--- config.mk ---
export PLATFORM = sky130hd
export DESIGN_NAME = uart_receiver
export DESIGN_NICKNAME = d
export VERILOG_FILES = /design/src/rtl/uart_receiver.sv
export SDC_FILE = /design/constraint.sdc
export NUM_CORES = 1
export LEC_CHECK = 0
export CELL_PAD_IN_SITES_DETAIL_PLACEMENT = 1
export CELL_PAD_IN_SITES_GLOBAL_PLACEMENT = 2
export CORE_MARGIN = 3
export CORE_UTILIZATION = 36
export CTS_BUF_LIST = sky130_fd_sc_hd__clkbuf_16
export DETAILED_ROUTE_END_ITERATION = 8
export PLACE_DENSITY_LB_ADDON = 0.1
export SLEW_MARGIN = 30
export SYNTH_ARGS = -nofsm -noshare
export SYNTH_HDL_FRONTEND = slang
export SYNTH_SLANG_ARGS = --single-unit
--- constraint.sdc ---
create_clock -name clk -period 3.5 [get_ports clk]
set_input_delay 0.35 -clock clk [delete_from_list [all_inputs] [get_ports clk]]
set_output_delay 0.35 -clock clk [all_outputs]
set_load 0.03 [all_outputs]
--- src/rtl/uart_receiver.sv ---
// 8N1 UART receiver: one-entry holding register behind a valid/ready handshake.
// Define UART_RX_PARITY_EN to receive 8E1 frames with an even-parity check.
`timescale 1ns/1ps
module uart_receiver #(
    parameter logic [15:0] WTIME = 16'h28B0
) (
    input  logic       clk,
    input  logic       nrst,
    input  logic       rx,
    output logic       valid,
    output logic [7:0] data,
    input  logic       ready,
    output logic       frame_err,
    output logic       overrun,
    output logic       parity_err
);

`ifdef UART_RX_PARITY_EN
    typedef enum logic [2:0] {IDLE, START, DATA, PARITY, STOP, BREAK} state_t;
`else
    typedef enum logic [2:0] {IDLE, START, DATA, STOP, BREAK} state_t;
`endif

    state_t      state;
    logic        rx_meta_p0;
    logic        rx_s;
    logic [15:0] cnt;
    logic [2:0]  bit_idx;
    logic [7:0]  shreg;
    logic        byte_ok;

`ifdef UART_RX_PARITY_EN
    logic par_bit;
    logic parity_err_q;

    // Even parity: data bits XOR parity bit must be zero.
    function automatic logic parity_good(input logic [7:0] d, input logic p);
        return ~(^d ^ p);
    endfunction

    assign byte_ok    = parity_good(shreg, par_bit);
    assign parity_err = parity_err_q;
`else
    assign byte_ok    = 1'b1;
    assign parity_err = 1'b0;
`endif

    always_ff @(posedge clk) begin
        if (nrst) begin
            rx_meta_p0 <= 1'b1;
            rx_s       <= 1'b1;
            state      <= IDLE;
            cnt        <= '0;
            bit_idx    <= '0;
            valid      <= 1'b0;
            data       <= '0;
            frame_err  <= 1'b0;
            overrun    <= 1'b0;
`ifdef UART_RX_PARITY_EN
            par_bit      <= 1'b0;
            parity_err_q <= 1'b0;
`endif
        end else begin
            // Two-flop synchroniser; everything below looks only at rx_s.
            rx_meta_p0 <= rx;
            rx_s       <= rx_meta_p0;
            frame_err  <= 1'b0;
            overrun    <= 1'b0;
`ifdef UART_RX_PARITY_EN
            parity_err_q <= 1'b0;
`endif
            if (valid && ready)
                valid <= 1'b0;
            if (cnt != 16'd0)
                cnt <= cnt - 16'd1;

            case (state)
                IDLE: begin
                    if (!rx_s) begin
                        cnt   <= WTIME >> 1;
                        state <= START;
                    end
                end
                START: begin
                    if (cnt == 16'd0) begin
                        if (!rx_s) begin
                            cnt     <= WTIME;
                            bit_idx <= '0;
                            state   <= DATA;
                        end else begin
                            state <= IDLE;
                        end
                    end
                end
                DATA: begin
                    if (cnt == 16'd0) begin
                        shreg   <= {rx_s, shreg[7:1]};
                        cnt     <= WTIME;
                        bit_idx <= bit_idx + 3'd1;
                        if (bit_idx == 3'd7) begin
`ifdef UART_RX_PARITY_EN
                            state <= PARITY;
`else
                            state <= STOP;
`endif
                        end
                    end
                end
`ifdef UART_RX_PARITY_EN
                PARITY: begin
                    if (cnt == 16'd0) begin
                        par_bit <= rx_s;
                        cnt     <= WTIME;
                        state   <= STOP;
                    end
                end
`endif
                STOP: begin
                    if (cnt == 16'd0) begin
                        if (rx_s) begin
                            // Leave mid-stop so a back-to-back start edge is not missed.
                            state <= IDLE;
                            if (byte_ok) begin
                                if (!valid || ready) begin
                                    data  <= shreg;
                                    valid <= 1'b1;
                                end else begin
                                    overrun <= 1'b1;
                                end
                            end else begin
`ifdef UART_RX_PARITY_EN
                                parity_err_q <= 1'b1;
`endif
                            end
                        end else begin
                            frame_err <= 1'b1;
                            state     <= BREAK;
                        end
                    end
                end
                BREAK: begin
                    if (rx_s)
                        state <= IDLE;
                end
                default: state <= IDLE;
            endcase
        end
    end

endmodule

==> impl_metrics.yaml <==
outcome:
  status: "completed"
cts:
  numCtsBuffers: 5
  cts_hold_buf: 0
  root_buffer: "clkbuf_16"
  htreeDepth: 2
  cts_tree: "yes"
  clk_path_buf_depth: 2
  cts_setup_buffers: 0
  clk_latency_ns: 0.29
  clkSlewWorstSetupHoldPaths_ns: 0.07
  cts_sinks: 43
  cts_resized: 0
synth:
  synth.avg_cell_area_um2: 9.22
  synth_seq_cells: 43
  synth_ff_type: "dfxtp_1"
  synth_area_leader_cell: "dfxtp_1"
  synth_top_area_share_pct: 35.3
  synth_area_leaders: "dfxtp_1, edfxtp_1, nor2_1"
  synth_fp_nets: 223
  ys_warn_count: 0
  synth_cells: 215
  yosysSeqAreaShare_pct: 47.4
  synth_cell_types: 49
  synth_area_um2: 1980
  postSynth.asyncResetShare_pct: 0
  synth_edf_count: 8
timing:
  slew_headroom_pct: 47.6
  setup_viol: 0
  period_share_pct: 82.3
  grt_setup_unrepaired: "no"
  tns_ns: 0
  clock_skew_ns: 0.00637
  finalHoldViolations: 0
  worstMarginPinSlew_ns: 0.775
  hold_ws_ns: 0.420
  period_needed_ns: 2.88
  maxSlewViolCount: 0
  clock.fmax_mhz: 347
layout:
  syn2layout_area_growth_pct: 19.0
  final_cell_mix: "dfxtp_1, nor2_1, a21oi_1"
  drive_gt1_share_pct: 7.79
  layout_commonest_cell: "dfxtp_1"
  fin_nets: 238
  fin_area_um2: 2360
  multi_input_area_um2: 966
  register_area_um2: 941
  fillerInstances: 599
  antenna_cells: 0
  finalNonFillerCells: 301
floorplanning:
  start_util_pct: 38.1
  die-height_um: 80.2
  die_w_um: 80.2
  num_rows: 26
  ioPinCount: 16
  dieArea_um2: 6440
  coreArea_um2: 5200
routing:
  dr.pass1.iters: 4
  postRouteAntennaNets: 0
  wl_mm: 4.94
  post_drt_wl_per_cell_um: 16.4
  drt_iter0_drc: 55
  route.detailed.drc: 0
  via_count: 1631
  avgViaCountPerCell: 5.42
placed_design:
  io_buffers: 14
  dp_hpwl_mm: 3.65
  dp_cells: 293
  gp_congestion: 0.794
  dpl-instance-area_um2: 2190
critical_path:
  start_kind: "flop"
  crit_path_start: "cnt[10]$_SDFF_PP0_"
  crit_path_end_kind: "flop"
  r2r-start: "cnt[10]$_SDFF_PP0_"
  crit_path_max_fanout: 9
  arrival_ns: 3.10
  cp_data_required_time_ns: 3.71
  worstSetupPathType: "reg2reg"
power:
  irDropWorstVdd_mv: 0.349
  p_per_area_nw_per_um2: 905
  p_leak_nw: 0.914
  total_power_mw: 2.14
min_path:
  worstHoldStart: "rx_meta_p0$_SDFF_PP1_"
  min_path_type: "reg2reg"
global_routing:
  met3_usage_pct: 3.81
  grt_pass1_wl_mm: 8.42
  grt_use_total_pct: 16.9
  antenna_found_initial: 0
  gr-usage-met1_pct: 20.5
  overflow: 0
  top_usage_layer: "met2"
  grt_util_met2_pct: 29.6
  grt_max_degree: 19
  grt_pass1_vias: 1681
run:
  maxCapViolCount: 0
stage by stage:
stage          util, %  setup WS [ns]
4_1_cts           45.3          0.616
3_5_place_dp      42.0          0.688
2_1_floorplan        -          0.638
3_3_place_gp      42.0          0.790
5_1_grt           45.3          0.495
6_report          45.3          0.619
routing by layer:
| layer | share of wire (%) | vias to the layer above | wire length [um] |
|---|---|---|---|
| li1 | - | 805 | - |
| met1 | 46 | 805 | 2260 |
| met2 | 51 | 15 | 2500 |
| met3 | 2.3 | 6 | 116 |
| met4 | 1.2 | 0 | 59 |
| met5 | 0 | - | 0 |
area by class of cell:
| type | count | area share, % |
|---|---|---|
| multi-input combinational | 155 | 40.9 |
| sequential | 43 | 39.9 |
| timing repair buffer | 17 | 6.89 |
| clock buffer | 5 | 5.30 |
| tap | 70 | 3.71 |
| clock inverter | 3 | 2.01 |
| inverter | 8 | 1.27 |
kinds of logic (layout without fill, tap and decap cells):
| group | after synthesis | after routing | share of synthesized area, % |
|---|---|---|---|
| compound gates | 41 | 41 | 13.6 |
| xor+xnor | 7 | 7 | 3.09 |
| fa+ha+maj | 4 | 4 | 2.52 |
| buf+inv | 17 | 33 | 3.85 |
| flops | 43 | 43 | 47.4 |
| mux | 10 | 10 | 5.05 |
| other cells | 1 | 1 | 0.189 |
| simple gates | 92 | 92 | 24.3 |
flip-flops by register name, summed over array words and instances (netlist names):
register,flops
shreg,8
bit_idx,3
rx_meta_p0,1
rx_s,1
cnt,16
valid,1
overrun,1
data,8
frame_err,1
state,3
report_power, final:
part           internal (mW)  switching (mW)
combinational          0.341           0.561
clock                  0.340           0.198
sequential             0.589           0.107
total                   1.27           0.866
critical path, cell delays in order (launching register included):
cell and delay, ns:
dfxtp_1 0.36, or4_1 0.67, or4_4 0.59, nor2_2 0.28, inv_2 0.15, ha_1 0.34, o21ai_0 0.16, a21oi_1 0.09
a31oi_1 0.17
cell usage after synthesis, drive strengths merged, types with 6 or more instances:
cell     n
nor4     8
inv      8
clkbuf   6
nand2b   8
a21oi   16
dfxtp   35
edfxtp   8
nand2    9
nor3     8
mux2i   10
nor2    32
path summary, 6_finish.rpt:
path	end	slack (ns)	depth (start not counted)
worst min register to register	rx_s$_SDFF_PP1_	0.42	1
worst min-delay path	rx_s$_SDFF_PP1_	0.42	1
worst max register to register	cnt[0]$_SDFF_PP0_	0.62	8
worst max-delay path	cnt[0]$_SDFF_PP0_	0.62	8
(Power assumes the default switching activity.)
==> RTL edit (config.mk and constraints unchanged) <==
Put one more register stage on the output `overrun`, without a reset. The value now appears one clock later. The other outputs are not delayed to match.
--- a/src/rtl/uart_receiver.sv
+++ b/src/rtl/uart_receiver.sv
@@ -16,2 +16,4 @@
 );
+
+    logic overrun_s0;
 
@@ -57,3 +59,3 @@
             frame_err  <= 1'b0;
-            overrun    <= 1'b0;
+            overrun_s0 <= 1'b0;
 `ifdef UART_RX_PARITY_EN
@@ -67,3 +69,3 @@
             frame_err  <= 1'b0;
-            overrun    <= 1'b0;
+            overrun_s0 <= 1'b0;
 `ifdef UART_RX_PARITY_EN
@@ -127,3 +129,3 @@
                                 end else begin
-                                    overrun <= 1'b1;
+                                    overrun_s0 <= 1'b1;
                                 end
@@ -149,2 +151,6 @@
 
+    always_ff @(posedge clk) begin
+        overrun <= overrun_s0;
+    end
+
 endmodule
Check against the original RTL: same outputs for any inputs over 10 cycles, from zero or initial values and one cycle with nrst high; that may be too few to reach the edited logic, so the function may still have changed.
==> RTL edit against the unedited design <==
Wire length increased by 0.97%. First-iteration DRC count increased by 27%. Worst setup slack got worse by 0.038 ns. Cell area increased by 0.80%. Worst hold slack got worse by 0.090 ns. Area after synthesis increased by 1.0%. Sequential cell count increased by 1. Power increased by 0.99%. Critical path type unchanged. Largest cell class unchanged. Highest routed layer unchanged.
==> RTL edit: results (changes against the unedited design) <==
stage,metric,value,unit,change
yosys,synth_xor_area_share,3.061,%,was 3.091%
clocking,post_cts_buffers,0,,unchanged
detailed_routing,drtIter0Drc,70,,was 55
min_path,min_from,overrun_s0,,was rx_meta_p0
yosys,synth_compound_area_share,13.43,%,was 13.56%
sta,whs,0.3293,ns,was 0.4196 ns
yosys,yosys_warnings,0,,unchanged
yosys,synth_area_leaders,"dfxtp_1 36%, edfxtp_1 12%, nor2_1 5.8%",,"was dfxtp_1 35%, edfxtp_1 12%, nor2_1 5.9%"
critical_path,timing.rr.end,cnt[0],,unchanged
layout,drive_above_1_share,7.759,%,was 7.792%
detailed_routing,wl_met2,2394,um,was 2504 um
yosys,syn_avg_cell_area,9.274,um^2,was 9.224 um^2
layout,stdcell_count,302,,was 301
detailed_routing,wl_met1,2341,um,was 2256 um
run_status,outcome,"complete, no violations",,unchanged
power_and_ir_drop,ir_drop,0.3923,mV,was 0.3492 mV
yosys,synthesis.nets,224,,was 223
yosys,ys_seq_area_share,47.97,%,was 47.44%
global_route,grt_max_degree,21,,was 19
critical_path,reg2reg_setup_slack,0.58,ns,was 0.62 ns
power_and_ir_drop,switchingPower,0.8770,mW,was 0.8658 mW
sta,tightest_slew,0.7717,ns,was 0.7746 ns
yosys,synth.area.mux_share,4.997,%,was 5.047%
clocking,insertion_delay,0.29,ns,about the same
power_and_ir_drop,leakage,0.9179,nW,was 0.9138 nW
placement,placedInstanceArea,2207,um^2,was 2187 um^2
placement,place_congestion,0.8252,,was 0.7943
layout,fillers,612,,was 599
yosys,ys_top_cells_by_count,"36 x dfxtp_1, 31 x nor2_1, 16 x a21oi_1",,"was 35 x dfxtp_1, 31 x nor2_1, 16 x a21oi_1"
min_path,hold_depth,0,,was 1
critical_path,crit_arrival,3.12,ns,was 3.10 ns
placement,dpl.hpwl,3596,um,was 3652 um
yosys,synthAdderAreaFrac,2.498,%,was 2.524%
global_route,grt_pass1_wl,8252,um,was 8418 um
global_route,grt_pass1_vias,1648,,was 1681
placement,pre_cts_slack,0.5931,ns,was 0.6876 ns
sta,clock-skew-final,0.006501,ns,was 0.006367 ns
min_path,min_to,overrun,,was rx_s
critical_path,slowest_delay,0.64,ns,was 0.67 ns
detailed_routing,avgRoutedWirePerCell,16.51,um,was 16.40 um
detailed_routing,wl_met3,149,um,was 116 um
global_route,grt_use_total,16.85,%,about the same
layout,final_nets,239,,was 238
clocking,cts-buffers-inserted,5,,unchanged
detailed_routing,vias_per_cell,5.570,,was 5.419
-- RTL edit: cell count changes in the layout (fill, tap and decap cells not counted) --
cell | before | now
clkinvlp_4 | 0 | 1
clkinv_4 | 1 | 0
dfxtp_1 | 35 | 36
-- RTL edit: layout make-up --
class | instances | area share [%]
clock inverters | 3 | 1.946
well taps | 70 | 3.682
flip-flops and latches | 44 | 40.40
multi-input cells | 155 | 40.61
inverters | 8 | 1.262
clock buffers | 5 | 5.260
repair buffers | 17 | 6.839
-- RTL edit: worst max-delay path by stage --
stage	end	slack [ns]	cells after the start
6_report	cnt[0]	0.58	8
5_1_grt	cnt[0]	0.39	8
4_1_cts	cnt[0]	0.57	8
3_5_place_dp	cnt[0]	0.59	8
3_3_place_gp	cnt[0]	0.79	8
2_1_floorplan	shreg[0]	0.64	6
-- RTL edit: power groups by stage --
stage / sequential, mW / clock [mW] / combinational (mW)
2_1_floorplan: 0.684 / 0 / 0.686
3_3_place_gp: 0.709 / 0 / 0.871
3_5_place_dp: 0.719 / 0 / 0.899
4_1_cts: 0.707 / 0.554 / 0.908
5_1_grt: 0.726 / 0.578 / 1.02
6_report: 0.708 / 0.539 / 0.910
-- RTL edit: cell families after synthesis --
| logic type | Yosys count |
|---|---|
| AND/OR/NAND/NOR | 92 |
| flip-flops | 44 |
| AO/OA/AOI/OAI | 41 |
| buffers and inverters | 17 |
| multiplexers | 10 |
| XOR/XNOR | 7 |
| adder cells (fa/ha/maj) | 4 |
| other | 1 |
-- RTL edit: per-layer routing --
layer | GRT usage, % | up-vias
li1 | - | 808
met1 | 20.94 | 831
met2 | 28.15 | 34
met3 | 3.812 | 9
met4 | 6.588 | 0
met5 | 0 | -
